==> config.mk <==
export PLATFORM = sky130hd
export DESIGN_NAME = fetch_stall_ctrl
export DESIGN_NICKNAME = d
export VERILOG_FILES = /design/src/rtl/fetch_stall_ctrl.sv
export SDC_FILE = /design/constraint.sdc
export NUM_CORES = 1
export LEC_CHECK = 0
export CAP_MARGIN = 10
export CORE_ASPECT_RATIO = 0.6
export CORE_MARGIN = 8
export CORE_UTILIZATION = 35
export CTS_BUF_LIST = sky130_fd_sc_hd__clkbuf_16
export CTS_CLUSTER_SIZE = 20
export DETAILED_ROUTE_END_ITERATION = 8
export HOLD_SLACK_MARGIN = 0.1
export PLACE_DENSITY = 0.7
export SLEW_MARGIN = 40
export SYNTH_ARGS = -nofsm -noshare
export SYNTH_HDL_FRONTEND = slang
export SYNTH_SLANG_ARGS = --single-unit
==> constraint.sdc <==
create_clock -name clk -period 5.3 [get_ports clk]
set_clock_uncertainty 0.1 [all_clocks]
set_input_delay 0.795 -clock clk [delete_from_list [all_inputs] [get_ports clk]]
set_output_delay 0.795 -clock clk [all_outputs]
set_load 0.005 [all_outputs]
==> src/rtl/fetch_stall_ctrl.sv <==
// Fetch-side stall/redirect controller: owns the PC and the IF/ID register.
// Optional performance counters are enabled with `define FETCH_STALL_PERF_EN.
module fetch_stall_ctrl #(
    parameter logic [31:0] RESET_PC  = 32'h0000_0000,
    parameter int          MAX_STALL = 15,
    parameter logic [31:0] NOP_WORD  = 32'h0000_0000
) (
    input  logic        clk,
    input  logic        reset,
    input  logic        pcEnable,
    input  logic        ifEnable,
    input  logic        controlEnable,
    input  logic        branchTaken,
    input  logic [31:0] branchTarget,
    input  logic        jump,
    input  logic [31:0] jumpTarget,
    input  logic [31:0] instrIn,
    output logic [31:0] pcOut,
    output logic [31:0] ifIdInstr,
    output logic [31:0] ifIdPc4,
    output logic        ifIdValid,
    output logic        idExBubble,
    output logic        stallTimeout,
    output logic [1:0]  state
`ifdef FETCH_STALL_PERF_EN
    ,
    output logic [31:0] stallCycles,
    output logic [15:0] flushCount
`endif
);

    // Handshake: the hazard unit's enables are level signals sampled every
    // rising edge; there is no valid/ready pair, every edge is a transfer.

    typedef enum logic [1:0] {
        RUN   = 2'd0,
        STALL = 2'd1,
        FLUSH = 2'd2
    } state_t;

    localparam logic [7:0] MAX_STALL_C = 8'(MAX_STALL);

    state_t      stateQ;
    logic [7:0]  stallCount;
    logic [7:0]  stallCountNext;
    logic [31:0] pcPlus4;
    logic        redirect;
    logic [31:0] redirectTarget;

    assign state          = stateQ;
    assign pcPlus4        = pcOut + 32'd4;
    assign redirect       = branchTaken | jump;
    assign redirectTarget = branchTaken ? branchTarget : jumpTarget;
    assign stallCountNext = (stallCount == 8'hFF) ? stallCount : stallCount + 8'd1;

    always_ff @(posedge clk) begin
        if (reset) begin
            pcOut        <= RESET_PC;
            ifIdInstr    <= NOP_WORD;
            ifIdPc4      <= 32'd0;
            ifIdValid    <= 1'b0;
            idExBubble   <= 1'b1;
            stallTimeout <= 1'b0;
            stateQ       <= RUN;
            stallCount   <= 8'd0;
        end else if (redirect) begin
            // Redirect beats any hold request; the wrong-path fetch is squashed.
            pcOut      <= redirectTarget;
            ifIdInstr  <= NOP_WORD;
            ifIdValid  <= 1'b0;
            idExBubble <= 1'b1;
            stateQ     <= FLUSH;
            stallCount <= 8'd0;
        end else if (!pcEnable) begin
            if (ifEnable) begin
                ifIdInstr <= instrIn;
                ifIdPc4   <= pcPlus4;
                ifIdValid <= 1'b1;
            end
            idExBubble <= ~controlEnable;
            stateQ     <= STALL;
            stallCount <= stallCountNext;
            if (stallCountNext >= MAX_STALL_C) begin
                stallTimeout <= 1'b1;
            end
        end else begin
            pcOut      <= pcPlus4;
            ifIdInstr  <= instrIn;
            ifIdPc4    <= pcPlus4;
            ifIdValid  <= 1'b1;
            idExBubble <= ~controlEnable;
            stateQ     <= RUN;
            stallCount <= 8'd0;
        end
    end

`ifdef FETCH_STALL_PERF_EN
    always_ff @(posedge clk) begin
        if (reset) begin
            stallCycles <= 32'd0;
            flushCount  <= 16'd0;
        end else if (redirect) begin
            flushCount <= flushCount + 16'd1;
        end else if (!pcEnable) begin
            stallCycles <= stallCycles + 32'd1;
        end
    end
`endif

endmodule
# Word level (Yosys, flattened, before mapping)
# Index checks and enable logic that the tools add are counted.
[totals] in_bits=103 out_inout_bits=101 ff_bits=109 elab_cells=35
[op_classes] add_sub_neg=2 n_eq_ne=1 mux=12 n_reduce_logical=6 order_cmp=1 bitwise_logic=4
[op_table] cell="$mux W32" count=7
[op_table] cell="$add A32 B3 Y32 const B" count=1
[op_table] cell="$add A8 B1 Y8 const B" count=1
[op_table] cell="$eq A8 B8 Y1 const B" count=1
[op_table] cell="$ge A8 B4 Y1 const B" count=1
[op_table] cell="$mux W8" count=1
[op_table] cell="$reduce_bool A2 Y1" count=2
[op_table] cell="$mux W1" count=3
[op_table] cell="$not A1 Y1" count=3
[op_table] cell="$reduce_and A3 Y1" count=1
[op_table] cell="$reduce_or A3 Y1" count=1
[op_table] cell="$mux W2" count=1
[op_table] cell="$reduce_and A2 Y1" count=1
[op_table] cell="$reduce_or A2 Y1" count=1
[op_table] cell="$or A1 B1 Y1" count=1

# Depth between registers and ports, before layout
[logic_depth] word_depth=4 depth_mapped=7 ltp_nobuf=7

# Worst setup path before layout
# No wires, ideal clock.
[synth_path] kind="input-to-reg" from="input port jump" to="register ifIdValid" setup_ns=0.128 setup_slack_ns=3.196 arrival_ns=1.877 stages=6 n_path_buf=3 t_required_ns=5.072 cell_sequence="clkbuf_1 nor2_1 clkbuf_1 nand2_1 clkbuf_1 nor2_1"
[synth_between] elab_chain_len=2
[synth_lines] item="start: declaration" line_no="15" source="input logic jump,"
[synth_lines] item="$or A1 B1 Y1" line_no="52" source="assign redirect = branchTaken | jump;"
[synth_lines] item="$reduce_or A2 Y1 (no line)"
[synth_lines] item="end signal: assignment" line_no="61" source="ifIdValid <= 1'b0;"
[synth_lines] item="end signal: assignment" line_no="70" source="ifIdValid <= 1'b0;"
[synth_lines] item="end signal: assignment" line_no="78" source="ifIdValid <= 1'b1;"
[synth_lines] item="end: declaration" line_no="21" source="output logic ifIdValid,"
# Every way passes these cells.
# A chain may end at the register's enable or synchronous reset.

# Worst setup path in the final report
[layout_path] from="input port jump" to="register ifIdPc4[20]"
[layout_between] elab_chain_len=3
[layout_lines] item="$or A1 B1 Y1" line_no="52"
[layout_lines] item="$not A1 Y1 (no line)"
[layout_lines] item="$reduce_and A2 Y1 (no line)"
[layout_lines] item="end signal: assignment" line_no="77" source="ifIdPc4 <= pcPlus4;"
[layout_lines] item="end signal: assignment" line_no="89" source="ifIdPc4 <= pcPlus4;"
[layout_lines] item="end: declaration" line_no="20" source="output logic [31:0] ifIdPc4,"
# Every way passes these cells.

==> flow_summary.yaml <==
global_routing:
  grt_pass1_vias: 5233
  grt.overflow.total: 0
  grt_busiest_layer: "met2"
  grt_pass1_wl_um: 30120
  grt.met3_usage: 0.07653
  grt_max_degree: 50
  grtUsageMet2: 0.2845
  grtUsageMet1: 0.2666
  antenna_found_initial: 0
  grtUsageTotal: 0.1948
setup_path:
  worstPathMaxFanout: 39
  slowest_delay_ns: 0.83
  cp.arrival_ns: 3.31
  crit_chain: "clkdlybuf4s50_1 > inv_1 > nand2_1 > nor2_4 > buf_4 > nor2_1 > a211oi_1"
  worstSetupEndpointType: "register"
  crit_type: "primary input to register"
  startpoint_type: "primary input"
  critPathRequiredTime_ns: 5.47
  crit_buf_inv: 3
  worst_path_max_delay_cell: "clkdlybuf4s50_1"
  crit_family: "buffers and inverters"
power_and_ir_drop:
  switching_share: 0.2715
  clkPwrFrac: 0.362
  p_switching_uw: 531.8
  p_leak_uw: 0.002763
  finalPower_uw: 1959
  peakVddDrop_v: 0.0001545
  seq_power_share: 0.462
  power_frac_comb: 0.176
  p_int_uw: 1427
  powerDensity_mw_per_mm2: 254.1
synthesis:
  syn_area_per_cell_um2: 7.776
  synthArstFlopShare: 0
  yosys_register_bits: 109
  yosysSeqAreaShare: 0.4151
  synth_ff_type: "dfxtp_1"
  synth_edf_count: 0
  synth_top_cell_by_area: "dfxtp_1"
  synth_nets: 781
  synth.top_cell.area_share: 0.4151
  netlist_area_mm2: 0.005256
  yosys_warnings: 0
  netlist_instances: 676
  synth_cell_types: 59
  synth_area_leaders: "dfxtp_1 42%, nand2_1 8.1%, a21oi_1 7.1%"
cts:
  cts-htree-levels: 3
  cts.sinks: 109
  hold_buffers: 0
  root_buffer: "clkbuf_16"
  clkSlewWorstSetupHoldPaths_ns: 0.08
  clock_path_buffers: 2
  cts_tree: "built"
  cts-resized-gates: 0
  postCtsSetupBuffers: 0
  cts_buffers: 9
  insertion_delay_ns: 0.35
sta:
  slew_viol_final: 0
  final.setup.tns_ns: 0
  setup-violations-final: 0
  tightestPinTransition_ns: 0.8670
  grt_setup_unrepaired: "no"
  period_minus_slack_ns: 3.143
  fin_crit_sh: 0.5929
  hold_viol: 0
  slew_headroom: 0.4175
  max_freq_mhz: 318.2
  setup_slack_ns: 2.157
  holdWs_ns: 0.3508
final_layout:
  final_core_util: 0.5282
  syn2layout_area_growth_pct: 46.63
  drive_gt1_frac: 0.04807
  antenna_cells: 0
  layout.nets: 953
detailed_routing:
  routed-via-count: 5611
  wirelength_um: 19680
  ant_nets: 0
  wire_per_inst_um: 18.73
  avgViaCountPerCell: 5.339
  drtIter0Drc: 567
  drc: 0
  drt_first_pass_iters: 5
placement:
  place.gp.congestion: 0.9038
  dp_hpwl_um: 14700
  place_ws_ns: 1.834
  port_buffers: 203
run:
  maxCapViolCount: 0
die:
  dieArea_mm2: 0.01932
  fp.coreArea_mm2: 0.01459
  placementRows: 34
  die_y_um: 110.9
  initial_utilization: 0.3602
  ioPinCount: 204
  die_w_um: 174.2
worst_hold_path:
  hold_class: "register to register"
outcome:
  status: "finished, final reports clean"
==> path summary, 6_finish.rpt <==
path,from,endpoint,slack [ns],cells after the start
min reg2reg,ifIdInstr[27],ifIdInstr[27],0.35,2
min,ifIdInstr[27],ifIdInstr[27],0.35,2
max,jump,ifIdPc4[20],2.16,7
max reg2reg,pcOut[10],ifIdPc4[31],2.58,5
==> state kept, by name, summed over array words and instances, names as in the netlist <==
signal        count
stallCount        8
stallTimeout      1
ifIdPc4          32
state             2
ifIdInstr        32
pcOut            32
idExBubble        1
ifIdValid         1
==> cell families after synthesis <==
kind of cell             Yosys count  synth area share
adder cells (fa/ha/maj)            2          0.004760
XOR/XNOR                          30           0.04999
AO/OA/AOI/OAI                    200            0.2299
multiplexers                       7           0.01357
buffers and inverters             67           0.05332
AND/OR/NAND/NOR                  261            0.2333
flip-flops                       109            0.4151
==> cell usage in the layout, fill, tap and decap left out, types with 6 or more instances in the layout <==
| cell type | count |
|---|---|
| a21oi_1 | 75 |
| clkbuf_16 | 9 |
| o21ai_0 | 63 |
| nand3_1 | 17 |
| a211oi_1 | 15 |
| and4_1 | 6 |
| clkdlybuf4s50_1 | 202 |
| dfxtp_1 | 109 |
| nor3_1 | 21 |
| nand4_1 | 11 |
| xor2_1 | 13 |
| nor4_1 | 8 |
| buf_4 | 8 |
| and3_1 | 7 |
| mux2i_1 | 6 |
| xnor2_1 | 17 |
| inv_1 | 16 |
| nor2_1 | 52 |
| nand2_1 | 112 |
==> worst register-to-register path, cell delays in order, from the launching register on <==
cell and delay (ns):
dfxtp_1 0.53, and4_1 0.30, nand4_1 0.54, or4_4 0.67
xnor2_1 0.34, a21oi_1 0.11
==> metal layers <==
metal,routed length [um],vias up
li1,-,2748
met1,9243,2596
met2,8255,249
met3,1999,18
met4,186,0
met5,0,-
==> stage by stage <==
stage | instance area [um^2] | cells
2_1_floorplan | 5256 | 676
3_3_place_gp | 7381 | 1034
4_1_cts | 7707 | 1051
6_report | 7707 | 1051
3_5_place_dp | 7398 | 1035
5_1_grt | 7707 | 1051
==> final cells by class <==
cell class / count / area, um^2
Multi-Input combinational cell: 500 / 2806
Sequential cell: 109 / 2182
Timing Repair Buffer: 212 / 2102
Inverter: 16 / 60.06
Fill cell: 1391 / 6884
Clock buffer: 9 / 225.2
Clock inverter: 7 / 83.83
Tap cell: 198 / 247.7
==> synth_stat cells (6+ instances only) <==
cell,instances
clkbuf_1,34
o21ai_0,63
nor3_1,21
nand2_1,113
inv_1,16
a21oi_1,75
a211oi_1,15
xnor2_1,17
nand3_1,17
dfxtp_1,109
and3_1,7
nor4_1,8
nor2_1,54
mux2i_1,6
nand4_1,11
and4_1,6
xor2_1,13
==> power by group through the flow <==
stage	Combinational (uW)	Sequential (uW)	Clock [uW]
final	345	906	708
after global routing	374	912	759
after CTS	345	905	724
after detailed placement	343	923	0
after global placement	340	923	0
after floorplan	149	910	0
No activity file was read; power rests on OpenSTA's default activity.
